**src/rtl/iomem_uart.sv**
```systemverilog
// Memory-mapped 8N1 UART responder for the SoC iomem bus: 4-deep TX FIFO,
// single-byte RX holding register and a programmable clocks-per-bit divisor.
module iomem_uart #(
   parameter logic [31:0] BASE_ADDR   = 32'h0200_0000,
   parameter logic [15:0] DEFAULT_DIV = 16'd104,
   parameter int          TXFIFO_LOG2 = 2
) (
   input  logic        clk,
   input  logic        resetn,
   input  logic        iomem_valid,
   output logic        iomem_ready,
   input  logic [3:0]  iomem_wstrb,
   input  logic [31:0] iomem_addr,
   input  logic [31:0] iomem_wdata,
   output logic [31:0] iomem_rdata,
   output logic        ser_tx,
   input  logic        ser_rx
);

   localparam int DEPTH = 1 << TXFIFO_LOG2;

   typedef enum logic [1:0] {TX_IDLE, TX_START, TX_DATA, TX_STOP} tx_state_t;
   typedef enum logic [1:0] {RX_IDLE, RX_START, RX_DATA, RX_STOP} rx_state_t;

   // Valid/ready: a request is held by the initiator until iomem_ready; this
   // block answers with a single-cycle ready pulse, side effects on that edge.
   logic        hit, is_write, push_req, stall, accept;
   logic [5:0]  offset;
   logic [31:0] rd_val;
   logic [15:0] div, eff_div;
   logic        overrun, framing, rx_valid;
   logic [7:0]  rx_data;
   logic        rx_pop, status_clr;

   logic [7:0]             fifo_mem [DEPTH];
   logic [TXFIFO_LOG2:0]   wptr, rptr;
   logic                   tx_full, tx_empty, fifo_push, fifo_pop, tx_idle;

   tx_state_t   tx_state;
   logic [15:0] tx_cnt, tx_div;
   logic [2:0]  tx_bit;
   logic [7:0]  tx_shift;
   logic        tx_last;

   rx_state_t   rx_state;
   logic [15:0] rx_cnt, rx_div, rx_half;
   logic [2:0]  rx_bit;
   logic [7:0]  rx_shift;
   logic        rx_s1, rx_s2, rx_prev;
   logic        rx_last, rx_start_done, rx_deliver, rx_frame_err;

   logic unused;
   assign unused = ^{iomem_addr[1:0], iomem_wdata[31:16]};

   assign offset     = iomem_addr[7:2];
   assign hit        = (iomem_addr[31:8] == BASE_ADDR[31:8]);
   assign is_write   = |iomem_wstrb;
   assign push_req   = (offset == 6'd0) && iomem_wstrb[0];
   assign stall      = push_req && tx_full;
   assign accept     = iomem_valid && hit && !iomem_ready && !stall;
   assign fifo_push  = accept && push_req;
   assign rx_pop     = accept && (offset == 6'd0) && !is_write && rx_valid;
   assign status_clr = accept && (offset == 6'd1) && iomem_wstrb[0];
   assign eff_div    = (div < 16'd2) ? 16'd2 : div;

   always_comb begin
      rd_val = '0;
      case (offset)
         6'd0:    rd_val = rx_valid ? {24'h0, rx_data} : 32'hFFFF_FFFF;
         6'd1:    rd_val = {27'h0, framing, overrun, rx_valid, tx_idle, tx_full};
         6'd2:    rd_val = {16'h0, div};
         default: rd_val = '0;
      endcase
   end

   always_ff @(posedge clk or negedge resetn) begin
      if (!resetn) begin
         iomem_ready <= 1'b0;
         iomem_rdata <= '0;
         div         <= DEFAULT_DIV;
         overrun     <= 1'b0;
         framing     <= 1'b0;
         rx_valid    <= 1'b0;
         rx_data     <= '0;
      end else begin
         iomem_ready <= accept;
         if (accept)
            iomem_rdata <= is_write ? 32'h0 : rd_val;
         if (accept && (offset == 6'd2)) begin
            if (iomem_wstrb[0]) div[7:0]  <= iomem_wdata[7:0];
            if (iomem_wstrb[1]) div[15:8] <= iomem_wdata[15:8];
         end
         // A pop in the same cycle as a delivery frees the slot for the new byte.
         if (rx_deliver && (!rx_valid || rx_pop)) begin
            rx_data  <= rx_shift;
            rx_valid <= 1'b1;
         end else if (rx_pop) begin
            rx_valid <= 1'b0;
         end
         if (rx_deliver && rx_valid && !rx_pop)
            overrun <= 1'b1;
         else if (status_clr && iomem_wdata[3])
            overrun <= 1'b0;
         if (rx_frame_err)
            framing <= 1'b1;
         else if (status_clr && iomem_wdata[4])
            framing <= 1'b0;
      end
   end

   // TX FIFO: pointers carry one extra wrap bit to tell full from empty.
   assign tx_empty = (wptr == rptr);
   assign tx_full  = (wptr[TXFIFO_LOG2] != rptr[TXFIFO_LOG2]) &&
                     (wptr[TXFIFO_LOG2-1:0] == rptr[TXFIFO_LOG2-1:0]);
   assign tx_idle  = tx_empty && (tx_state == TX_IDLE);
   assign tx_last  = (tx_cnt == tx_div - 16'd1);
   assign fifo_pop = !tx_empty &&
                     ((tx_state == TX_IDLE) || ((tx_state == TX_STOP) && tx_last));

   always_ff @(posedge clk) begin
      if (fifo_push)
         fifo_mem[wptr[TXFIFO_LOG2-1:0]] <= iomem_wdata[7:0];
   end

   always_ff @(posedge clk or negedge resetn) begin
      if (!resetn) begin
         wptr <= '0;
         rptr <= '0;
      end else begin
         if (fifo_push) wptr <= wptr + 1'b1;
         if (fifo_pop)  rptr <= rptr + 1'b1;
      end
   end

   always_ff @(posedge clk or negedge resetn) begin
      if (!resetn) begin
         tx_state <= TX_IDLE;
         tx_cnt   <= '0;
         tx_div   <= 16'd2;
         tx_bit   <= '0;
         tx_shift <= '0;
         ser_tx   <= 1'b1;
      end else if (fifo_pop) begin
         tx_state <= TX_START;
         tx_shift <= fifo_mem[rptr[TXFIFO_LOG2-1:0]];
         tx_div   <= eff_div;
         tx_cnt   <= '0;
         ser_tx   <= 1'b0;
      end else begin
         case (tx_state)
            TX_IDLE: ser_tx <= 1'b1;
            TX_START: begin
               if (tx_last) begin
                  tx_state <= TX_DATA;
                  tx_cnt   <= '0;
                  tx_bit   <= '0;
                  ser_tx   <= tx_shift[0];
               end else begin
                  tx_cnt <= tx_cnt + 16'd1;
               end
            end
            TX_DATA: begin
               if (tx_last) begin
                  tx_cnt <= '0;
                  if (tx_bit == 3'd7) begin
                     tx_state <= TX_STOP;
                     ser_tx   <= 1'b1;
                  end else begin
                     tx_bit   <= tx_bit + 3'd1;
                     tx_shift <= {1'b0, tx_shift[7:1]};
                     ser_tx   <= tx_shift[1];
                  end
               end else begin
                  tx_cnt <= tx_cnt + 16'd1;
               end
            end
            TX_STOP: begin
               if (tx_last) tx_state <= TX_IDLE;
               else         tx_cnt   <= tx_cnt + 16'd1;
            end
            default: tx_state <= TX_IDLE;
         endcase
      end
   end

   // RX: sample mid-bit by waiting half a period after the falling start edge.
   assign rx_half       = {1'b0, rx_div[15:1]};
   assign rx_last       = (rx_cnt == rx_div - 16'd1);
   assign rx_start_done = (rx_cnt == rx_half - 16'd1);
   assign rx_deliver    = (rx_state == RX_STOP) && rx_last && rx_s2;
   assign rx_frame_err  = (rx_state == RX_STOP) && rx_last && !rx_s2;

   always_ff @(posedge clk or negedge resetn) begin
      if (!resetn) begin
         rx_s1    <= 1'b1;
         rx_s2    <= 1'b1;
         rx_prev  <= 1'b1;
         rx_state <= RX_IDLE;
         rx_cnt   <= '0;
         rx_div   <= 16'd2;
         rx_bit   <= '0;
         rx_shift <= '0;
      end else begin
         rx_s1   <= ser_rx;
         rx_s2   <= rx_s1;
         rx_prev <= rx_s2;
         case (rx_state)
            RX_IDLE: begin
               if (rx_prev && !rx_s2) begin
                  rx_state <= RX_START;
                  rx_div   <= eff_div;
                  rx_cnt   <= '0;
               end
            end
            RX_START: begin
               if (rx_start_done) begin
                  rx_cnt <= '0;
                  rx_bit <= '0;
                  rx_state <= rx_s2 ? RX_IDLE : RX_DATA;
               end else begin
                  rx_cnt <= rx_cnt + 16'd1;
               end
            end
            RX_DATA: begin
               if (rx_last) begin
                  rx_cnt   <= '0;
                  rx_shift <= {rx_s2, rx_shift[7:1]};
                  if (rx_bit == 3'd7) rx_state <= RX_STOP;
                  else                rx_bit   <= rx_bit + 3'd1;
               end else begin
                  rx_cnt <= rx_cnt + 16'd1;
               end
            end
            RX_STOP: begin
               if (rx_last) begin
                  rx_state <= RX_IDLE;
                  rx_cnt   <= '0;
               end else begin
                  rx_cnt <= rx_cnt + 16'd1;
               end
            end
            default: rx_state <= RX_IDLE;
         endcase
      end
   end

endmodule

```
**config.mk**
```make
export PLATFORM = sky130hd
export DESIGN_NAME = iomem_uart
export DESIGN_NICKNAME = d
export VERILOG_FILES = /design/src/rtl/iomem_uart.sv
export SDC_FILE = /design/constraint.sdc
export NUM_CORES = 1
export LEC_CHECK = 0
export ABC_CLOCK_PERIOD_IN_PS = 4490
export CAP_MARGIN = 20
export CORE_MARGIN = 10
export CORE_UTILIZATION = 50
export CTS_CLUSTER_SIZE = 16
export DETAILED_ROUTE_END_ITERATION = 12
export HOLD_SLACK_MARGIN = 0.06
export PLACE_DENSITY = 0.72
export SETUP_SLACK_MARGIN = 0.5
export SYNTH_ARGS = -nofsm -noshare
export SYNTH_HDL_FRONTEND = slang
export SYNTH_SLANG_ARGS = --single-unit
export TNS_END_PERCENT = 30
```
**constraint.sdc**
```tcl
create_clock -name clk -period 4.49 [get_ports clk]
set_input_delay 0.449 -clock clk [delete_from_list [all_inputs] [get_ports clk]]
set_output_delay 0.449 -clock clk [all_outputs]
set_load 0.01 [all_outputs]
```
==> results.md <==
- Final period utilization: 83.5%
- Core area: 19,600 µm²
- Vias/cell: around 5.8
- Vias in the first global route: around 7,200
- RR Endpoint: rx_data[1]
- Initial antenna violation count: 0
- Finished Cell Area: roughly 11,000 µm²
- Outcome: complete, no violations
- Synth Net Count: about 1,100
- Drc violations: 0
- R2r startpoint: rx_div[0]
- EDFF count, synth: 32
- Pleak: about 4.7 nW
- 1st-pass router iterations: 5
- Synth warn: 0
- Register bit total from synthesis: 177
- Nets: about 1,100
- Diode count: 0
- Synthesized area per cell: roughly 10 µm²
- Post-DR wirelength/cell: 18.1 µm
- Worst Path Max Fanout: 9
- Final setup viols: 0
- WS Path Type: flip-flop to flip-flop
- Crit path arrival time: about 4.1 ns
- Clk buf depth: 2
- Setup TNS: 0 ns
- Clk sinks: roughly 180
- CTS Buf Count: 17
- Top Ports: 106
- H-tree level count: 4
- Share of layout cells above drive strength 1: ~14%
- Gr usage total: around 18%
- Top cells by area, synth: dfrtp_1 (34%), edfxtp_1 (9.6%), mux2_2 (5.5%), nand2_1 (4.2%), xnor2_1 (3.8%)
- RSZ-0062 raised after global routing: true
- Cell Area, Placed: 10,900 µm²
- Netlist cell types: a little under 80
- Post-synth ARST share: between 80 and 90%
- Post-synthesis sequential area ratio: a little under half
- Grt total ovfl: 0
- CTS root buffer: clkbuf_16
- Final hold violations: 0
- Post_cts resized: 0
- Max Transition Viols Final: 0
- Final min period: 3.75 ns
- Pre-CTS WS: approximately 0.67 ns
- 1st-iter DRT viols: roughly 490
- Slew headroom: 34.1%
- Worst Reg-to-Reg Cells: 10
- First-pass GRT wire length: approximately 38,000 µm
- Main synth FF type: dfrtp_1
- Setup Buffers After CTS: 0
- Final WL: around 24,000 µm
- R2r setup slk: 0.74 ns
- Maxcap violations: 0
- P&R area growth vs syn: 14.9%
- Cells after Synth: between 900 and 1,000
- Port Buf Inserts: 87
- Clock latency on the worst-skew pair: about 0.43 ns
- Largest net degree at the start of global routing: 110
- Clock transition at path regs: 0.07 ns
- Share of the synthesized area in the top cell type: between 30% and 40%
- Post-DP HPWL: 16,900 µm
- Synthesized cell area: approximately 10,000 µm²
- Row count: 51
- Power Dens Cells: 357 nW/µm²
- Startpoint Class: flip-flop
- Initial core utilization: about half
- FMAX: roughly 0.27 GHz
- GPL Wtd Cong: between 0.8 and 0.9
- Slew @ Worst Pin: 0.988 ns
- Final worst slack: between 0.7 and 0.8 ns
- Hold-fix buffers, CTS: 0
- Die area: around 26,000 µm²
- Hold crit path type: input port to asynchronous set/reset pin
- Yosys top cell by area: dfrtp_1
- Die Y-Extent: between 150 and 200 µm
- Peak supply drop: a little under 0.0004 V
- Antenna Nets Post-Route: 0
- Die width: roughly 160 µm
- Clock skew: between 0.007 and 0.008 ns
- Crit. End Element: flip-flop
- CTS tree: yes
- Required time worst endpoint: slightly below 5 ns
- Via count: between 7,000 and 8,000
## layout make-up
class                   count  area [µm²]
repair buffers             95         932
flip-flops and latches    177        4600
clock buffers              17         425
fillers                  1684        8090
inverters                  21        78.8
multi-input cells         717        4960
well taps                 265         332
clock inverters            15         166
## critical path, stage by stage (launching register included)
cell      delay (ns)
dfrtp_1         0.41
inv_1           0.15
ha_1            0.40
nor3b_1         0.41
nand2_1         0.12
or4_1           0.53
a211oi_2        0.27
nand4b_2        0.24
or3_4           0.43
a21oi_4         0.34
mux2_4          0.34
## cell usage after synthesis (21+ instances only)
cell type and number:
o21ai_0 63, edfxtp_1 32, nor3_1 24, mux2_2 49
dfrtp_1 136, nand2_1 113, clkbuf_1 41, or3_1 21
nand3_1 23, nor2_1 59, a21oi_1 37, xnor2_1 43
## registers in the layout (all words and copies together), names as in the netlist, 2 cells and up, named ones only
signal	flops
fifo_mem	32
iomem_rdata	17
div	16
rx_cnt	16
rx_div	16
tx_cnt	16
tx_div	16
rx_data	8
rx_shift	8
tx_shift	8
rptr	3
rx_bit	3
tx_bit	3
wptr	3
tx_state	2
## power breakdown
part	internal [mW]	total, mW	switching [mW]
sequential	1.71	1.81	0.0969
clock	0.793	1.50	0.704
combinational	0.347	0.798	0.452
total	2.85	4.10	1.25
## kinds of logic (layout without fill, tap and decap cells)
group                      after synthesis  count (layout)  synth area share, %
AOI/OAI and AO/OA                      190             190                 12.2
DFF                                    177             177                 46.0
muxes                                   77              77                 9.71
and+or+nand+nor                        371             371                 19.8
adders and majority gates               19              19                 2.38
buffers and inverters                   96             148                 4.49
xor gates and xnor gates                60              60                 5.39
## cells in the final DEF, fill, tap and decap left out, drive strengths merged, types with 4 or more instances in the layout
cell / netlist / routed
mux2: 57 / 57
a21oi: 38 / 38
clkdlybuf4s50: 0 / 86
clkbuf: 41 / 17
nor2b: 11 / 11
edfxtp: 32 / 32
nand2: 113 / 113
or2: 9 / 9
and3: 14 / 14
o211ai: 20 / 20
a211oi: 5 / 5
a31oi: 6 / 6
nor4: 21 / 21
or3: 22 / 22
nand3: 23 / 23
mux4: 8 / 8
nor4b: 4 / 4
xnor2: 43 / 43
a21o: 4 / 4
ha: 19 / 19
or4: 15 / 15
nor3b: 11 / 11
xor2: 16 / 16
nand3b: 4 / 4
dfrtp: 136 / 136
dfstp: 9 / 9
o31ai: 7 / 7
nor2: 59 / 59
nand2b: 4 / 4
o21ai: 68 / 68
inv: 21 / 30
o22ai: 8 / 8
a2111oi: 4 / 4
buf: 34 / 9
nor3: 24 / 24
o211a: 5 / 5
mux2i: 12 / 12
nand4: 15 / 15
and2: 9 / 9
## worst max path at each step
stage	startpoint	end	depth (start not counted)
6_report	rx_div[0]	rx_data[1]	10
5_1_grt	rx_div[2]	rx_cnt[5]	11
4_1_cts	rx_div[2]	rx_cnt[13]	12
3_5_place_dp	rx_div[2]	rx_cnt[13]	12
3_3_place_gp	rx_div[2]	rx_cnt[13]	12
2_1_floorplan	rx_div[1]	rx_data[0]	12
## stage by stage
| step | utilization [%] | power, mW | hold WS (ns) | instances |
|---|---|---|---|---|
| 6_report | 58.7 | 4.10 | 0.100 | 1307 |
| 2_1_floorplan | - | 2.37 | 0.153 | 990 |
| 4_1_cts | 58.7 | 4.13 | 0.180 | 1307 |
| 3_3_place_gp | 55.7 | 2.62 | 0.346 | 1275 |
| 5_1_grt | 58.7 | 4.29 | 0.197 | 1307 |
| 3_5_place_dp | 55.7 | 2.64 | 0.348 | 1275 |
## metal layers
metal	up-vias	GRT usage [%]	part of all wire [%]	routed length, µm
met5	-	0	0	0
met4	0	5.42	1.8	433
met3	31	3.18	3.2	757
met2	137	30.0	50	11900
met1	3778	23.4	45	10500
li1	3662	-	-	-
Note: power is estimated with default switching activity, not from simulation.
